File: src/rtl/fetch_stage.sv
// Purpose : LC2K IF stage - owns the PC, fetches from combinational imem, fills IF/ID.
// Latency : word at pcCurrent appears on ifidInstr one edge later; redirect costs one bubble.
// Backpr. : stall freezes PC, IF/ID and halt state; redirect overrides stall.
//
// Ports:
//   clk, reset            - rising-edge clock, asynchronous active-high reset
//   stall                 - hold PC and IF/ID this edge
//   redirect, redirectPc  - taken beq/jalr: load target, flush IF/ID, clear halt
//   instr                 - instruction memory word at pcCurrent (same cycle)
//   pcCurrent             - registered fetch address
//   ifidInstr/PcPlus1/Valid - IF/ID pipeline register
//   halted                - a halt was fetched; fetch frozen until a redirect
module fetch_stage #(
  parameter logic [31:0] RESET_PC    = 32'd0,
  parameter logic [31:0] NOOP_INSTR  = 32'd29360128,
  parameter logic [2:0]  HALT_OPCODE = 3'd6
) (
  input  logic        clk,
  input  logic        reset,
  input  logic        stall,
  input  logic        redirect,
  input  logic [31:0] redirectPc,
  input  logic [31:0] instr,
  output logic [31:0] pcCurrent,
  output logic [31:0] ifidInstr,
  output logic [31:0] ifidPcPlus1,
  output logic        ifidValid,
  output logic        halted
);

  typedef enum logic {
    FETCH  = 1'b0,
    HALTED = 1'b1
  } state_t;

  state_t      state, state_nxt;
  logic [31:0] pc_nxt;
  logic [31:0] ifid_instr_nxt;
  logic [31:0] ifid_pcp1_nxt;
  logic        ifid_valid_nxt;
  logic [31:0] pc_plus1;
  logic        is_halt;

  // Wraps modulo 2^32 by construction.
  assign pc_plus1 = pcCurrent + 32'd1;
  assign is_halt  = (instr[24:22] == HALT_OPCODE);

  always_comb begin
    state_nxt      = state;
    pc_nxt         = pcCurrent;
    ifid_instr_nxt = ifidInstr;
    ifid_pcp1_nxt  = ifidPcPlus1;
    ifid_valid_nxt = ifidValid;

    if (redirect) begin
      // A halt fetched behind a taken branch was speculative, so drop it.
      state_nxt      = FETCH;
      pc_nxt         = redirectPc;
      ifid_instr_nxt = NOOP_INSTR;
      ifid_pcp1_nxt  = 32'd0;
      ifid_valid_nxt = 1'b0;
    end else if (stall) begin
      // Everything holds; a halt seen under stall is refetched later.
    end else if (state == HALTED) begin
      ifid_instr_nxt = NOOP_INSTR;
      ifid_pcp1_nxt  = 32'd0;
      ifid_valid_nxt = 1'b0;
    end else begin
      ifid_instr_nxt = instr;
      ifid_pcp1_nxt  = pc_plus1;
      ifid_valid_nxt = 1'b1;
      if (is_halt) begin
        // The halt word itself goes down the pipe; the PC parks on it.
        state_nxt = HALTED;
      end else begin
        pc_nxt = pc_plus1;
      end
    end
  end

  always_ff @(posedge clk or posedge reset) begin
    if (reset) begin
      state       <= FETCH;
      pcCurrent   <= RESET_PC;
      ifidInstr   <= NOOP_INSTR;
      ifidPcPlus1 <= 32'd0;
      ifidValid   <= 1'b0;
    end else begin
      state       <= state_nxt;
      pcCurrent   <= pc_nxt;
      ifidInstr   <= ifid_instr_nxt;
      ifidPcPlus1 <= ifid_pcp1_nxt;
      ifidValid   <= ifid_valid_nxt;
    end
  end

  assign halted = (state == HALTED);

endmodule

File: config.mk
export PLATFORM = sky130hd
export DESIGN_NAME = fetch_stage
export DESIGN_NICKNAME = d
export VERILOG_FILES = /design/src/rtl/fetch_stage.sv
export SDC_FILE = /design/constraint.sdc
export NUM_CORES = 1
export LEC_CHECK = 0
export BUFFER_PORTS_ARGS = -buffer_cell sky130_fd_sc_hd__buf_2
export CORE_AREA = 5 5 143 145
export DETAILED_ROUTE_END_ITERATION = 12
export DIE_AREA = 0 0 148 150
export PLACE_DENSITY_LB_ADDON = 0.08
export SLEW_MARGIN = 20
export SYNTH_ARGS = -nofsm -noshare
export SYNTH_HDL_FRONTEND = slang
export SYNTH_SLANG_ARGS = --single-unit
File: constraint.sdc
create_clock -name clk -period 7.9 [get_ports clk]
set_input_delay 0 -clock clk [delete_from_list [all_inputs] [get_ports clk]]
set_output_delay 0 -clock clk [all_outputs]
set_load 0.05 [all_outputs]
Yosys cells after proc, flatten, opt, wreduce, memory -nomap -nowiden. Index checks and enable logic that the tools add are counted.

Add/sub/neg operators: 1. Equal/unequal tests: 4. Multiplexer cells: 17. Reduce and logical (&&, ||, !) cells: 1.

Operators with widths (number): 32-bit two-way mux (10); 32-bit by 1-bit adder with 32-bit output, second input constant (1); 1-bit two-way mux (7); 2-bit != test, second input constant (2); 3-bit == test, second input constant (1); 3-bit AND reduction (1); 2-bit by 1-bit != test with 1-bit output, second input constant (1).

Register bits: 98. Input bits: 68. Output and inout port bits: 98.

Longest topological paths before layout.
Depth after elaboration: 5. Gate-level depth with buffers: 7.

Least setup slack after synthesis. No wires, ideal clock.

Path type: register to register. Start: reg pcCurrent[0]. End: reg pcCurrent[24]. Library setup time: 0.124 ns. Arrival: 2.110 ns. Data required time: 7.776 ns. Path slack: 5.666 ns. Cell stages (with the launch flop): 8. Buffers on the path: 1. Period minus slack after synthesis: 2.234 ns. Cell sequence: dfrtp_1 -> ha_1 -> nand3_4 -> nor3_2 -> buf_6 -> nand3_2 -> o211a_1 -> a211o_1.

Cells in the longest elaborated chain, start to end: 5.

Ends and longest elaborated chain: start: declaration (RTL line 24) `output logic [31:0] pcCurrent,`; start signal: assignment (RTL line 90) `pcCurrent <= pc_nxt;`; 32-bit by 1-bit adder with 32-bit output (RTL line 45) `assign pc_plus1 = pcCurrent + 32'd1;`; 32-bit two-way mux (RTL line 72) `if (is_halt) begin`; 32-bit two-way mux (RTL line 64) `end else if (state == HALTED) begin`; 32-bit two-way mux (RTL line 62) `end else if (stall) begin`; 32-bit two-way mux (RTL line 55) `if (redirect) begin`.

No other way between the ends. The select of a mux whose other input is x is not followed. A chain may end at the register's enable or synchronous reset.

Worst setup path after layout.
Start: reg pcCurrent[0]. End: reg pcCurrent[20].

The elaborated chain is that of the path after synthesis.

==> flow_summary.json <==
{
  "fill_cells": 1967,
  "cts_root_buf": "clkbuf_16",
  "slowest_delay_ns": 0.77,
  "clk_latency_ns": 0.35,
  "coreArea_um2": 19100,
  "wire_per_inst_um": 17.5,
  "rr_worst_depth": 6,
  "diodes": 0,
  "synth_mux_area_frac": 0.00216,
  "ys_ff_latch": 98,
  "drt_iter0_markers": 205,
  "worstPathArrival_ns": 2.91,
  "cts_tree": "built",
  "synth-edff-count": 0,
  "power-per-cell-area_nw_per_um2": 202,
  "grt_pass1_vias": 4294,
  "finalNetCount": 736,
  "maxCapViolCount": 0,
  "area_delta_synth_final_pct": 42.3,
  "worst-path-max-fanout": 12,
  "drc": 0,
  "synth_most_common_cell": "dfrtp_1",
  "synth_top_family_by_area": "simple AND/OR/NAND/NOR gates",
  "synth.avg_cell_area_um2": 10.3,
  "placed_cell_area_um2": 5670,
  "hp-class": "in -> async",
  "synth-compound-area-share": 0.156,
  "ant_nets": 0,
  "critPathSlowestCell": "nor3_2",
  "yosysWarningCount": 0,
  "critical_path_class": "reg -> reg",
  "antenna_found_initial": 0,
  "synth_common_cells": "dfrtp_1, nand2_1, o21ai_0",
  "synthesis.nets": 521,
  "routabilityCongestion": 0.822,
  "final_layout_size_suffix_gt1_frac": 0.311,
  "final_area_um2": 6600,
  "die_w_um": 148,
  "p_total_uw": 1330,
  "power_leakage_uw": 0.00309,
  "fin_setup_tns_ns": 0,
  "h-tree-depth": 3,
  "setup_viol": 0,
  "yosys.cell_types.count": 50,
  "num_rows": 51,
  "hold_viol": 0,
  "yosys.area_share.simple": 0.189,
  "holdWs_ns": 0.237,
  "clock_skew_ns": 0.0110,
  "status": "completed",
  "hpwlAfterDp_um": 11100,
  "synth.yosys.seq_area_share": 0.530,
  "peakVddDrop_uv": 100,
  "final.min_clock_period_ns": 2.67,
  "worstMarginPinSlew_ns": 0.917,
  "cts_buffer_depth": 2,
  "path_cells": "ha_1 -> nand3_4 -> nor3_2 -> nand3_1 -> o211a_1 -> a211o_1",
  "clock-sinks": 98,
  "fp.dieH_um": 150,
  "start_kind": "flop",
  "dr.pass1.iters": 4,
  "start_util": 0.243,
  "grt_util_all_layers": 0.145,
  "grt_max_degree": 62,
  "fmax_ghz": 0.374,
  "post_cts_buffers": 0,
  "fin_util": 0.346,
  "numCtsBuffers": 9,
  "overflow": 0,
  "synth_top_flop_cell": "dfrtp_1",
  "netlist_instances": 452,
  "ios": 166,
  "synth_area_um2": 4630,
  "wl_um": 15900,
  "rsz0062_at_grt": "no",
  "synth_xor_area_frac": 0.0869,
  "crit_required_ns": 8.14,
  "ys_top_cells_by_area": "dfrtp_1, nand2_1, a22o_1, xor2_1, xnor2_1",
  "report.final.slew_viol_count": 0,
  "synth_area_leader_cell": "dfrtp_1",
  "async_reset_ff_frac": 1.00,
  "max-slew-margin-rel": 0.385,
  "grt_pass1_wl_um": 25000,
  "synthAdderAreaFrac": 0.00270,
  "die_area_um2": 22200,
  "synth_top_area_frac": 0.513,
  "period_share": 0.338,
  "clk_pin_slew_worst_paths_ns": 0.07,
  "num_vias": 4183,
  "port_buffers": 165,
  "via_per_inst": 4.60,
  "cp-end-kind": "flop"
}
## cells by family (layout without fill, tap and decap cells)
family	after synthesis	in the layout
buffers and inverters	34	254
DFF	98	98
adders and majority gates	1	1
muxes	1	1
and+or+nand+nor	169	169
AOI/OAI and AO/OA	103	103
xor gates and xnor gates	46	46
## power breakdown
part           leakage (uW)  internal [uW]  switching, uW
clock              0.000135            213            203
combinational       0.00169           99.0            233
sequential          0.00126            539           45.0
total               0.00309            852            481
## critical path: cells and delay by family (launching register included)
family                   cells  cell delay [ns]
AO/OA/AOI/OAI                2             0.55
flip-flops                   1             0.46
adder cells (fa/ha/maj)      1             0.34
AND/OR/NAND/NOR              3             1.21
## cell type report
type                       instances  area [um2]  share of cell area
sequential                        98        2460               0.372
multi-input combinational        320        2040               0.309
timing repair buffer             236        1520               0.231
tap                              238         298              0.0451
clock buffer                       9         225              0.0341
clock inverter                     7        45.0             0.00683
inverter                           2        10.0             0.00152
## metrics by stage
| step | setup WS (ns) | instances |
|---|---|---|
| 2_1_floorplan | 5.34 | 452 |
| 3_3_place_gp | 5.38 | 828 |
| 3_5_place_dp | 5.26 | 828 |
| 4_1_cts | 5.25 | 910 |
| 5_1_grt | 5.09 | 910 |
| 6_report | 5.23 | 910 |
## worst paths after layout
path | slack, ns | from | end
worst min register to register | 0.47 | ifidValid$_DFFE_PP0P_ | ifidValid$_DFFE_PP0P_
worst max register to register | 5.23 | pcCurrent[0]$_DFFE_PP0P_ | pcCurrent[20]$_DFFE_PP0P_
worst max-delay path | 5.23 | pcCurrent[0]$_DFFE_PP0P_ | pcCurrent[20]$_DFFE_PP0P_
worst min-delay path | 0.24 | reset | ifidInstr[10]$_DFFE_PP0P_
max in group asynchronous | 6.44 | reset | pcCurrent[9]$_DFFE_PP0P_
min in group clk | 0.28 | redirect | halted$_DFFE_PP0P_
## cells in the final DEF (no fill, tap or decap), drive strengths merged
cell type    instances
nand2               86
nand3b               2
nor3                10
and2                 1
dfstp                3
ha                   1
xor2                24
mux2i                1
or4                  1
a31o                 2
clkinvlp             1
clkbuf               9
o211a                3
or2                  3
o21ai               48
o311ai               1
or3                  1
o22a                 3
clkinv               6
and4                 2
and3                 4
nor4                 5
nand3               20
dlygate4sd3         66
nor2b                1
a31oi                1
o221ai               7
nor2                21
o211ai               2
a22o                33
dfrtp               95
xnor2               22
inv                  2
a211o                3
buf                170
nand4               12
## registers in the layout, indices dropped and copies added, names as in the netlist
signal / count
ifidValid: 1
pcCurrent: 32
ifidPcPlus1: 32
ifidInstr: 32
halted: 1
## metal layers
| metal | wire (um) | track usage | share of wire | vias up |
|---|---|---|---|---|
| li1 | - | - | - | 2024 |
| met2 | 7430 | 0.232 | 0.47 | 116 |
| met3 | 830 | 0.0333 | 0.052 | 17 |
| met5 | 0 | 0 | 0 | - |
| met4 | 294 | 0.0503 | 0.018 | 0 |
| met1 | 7380 | 0.194 | 0.46 | 2026 |
## repair_timing
action	CTS	global route
hold endpoints to repair	101	0
resized for setup	0	0
hold buffers	66	0
No activity file was read; power rests on OpenSTA's default activity.
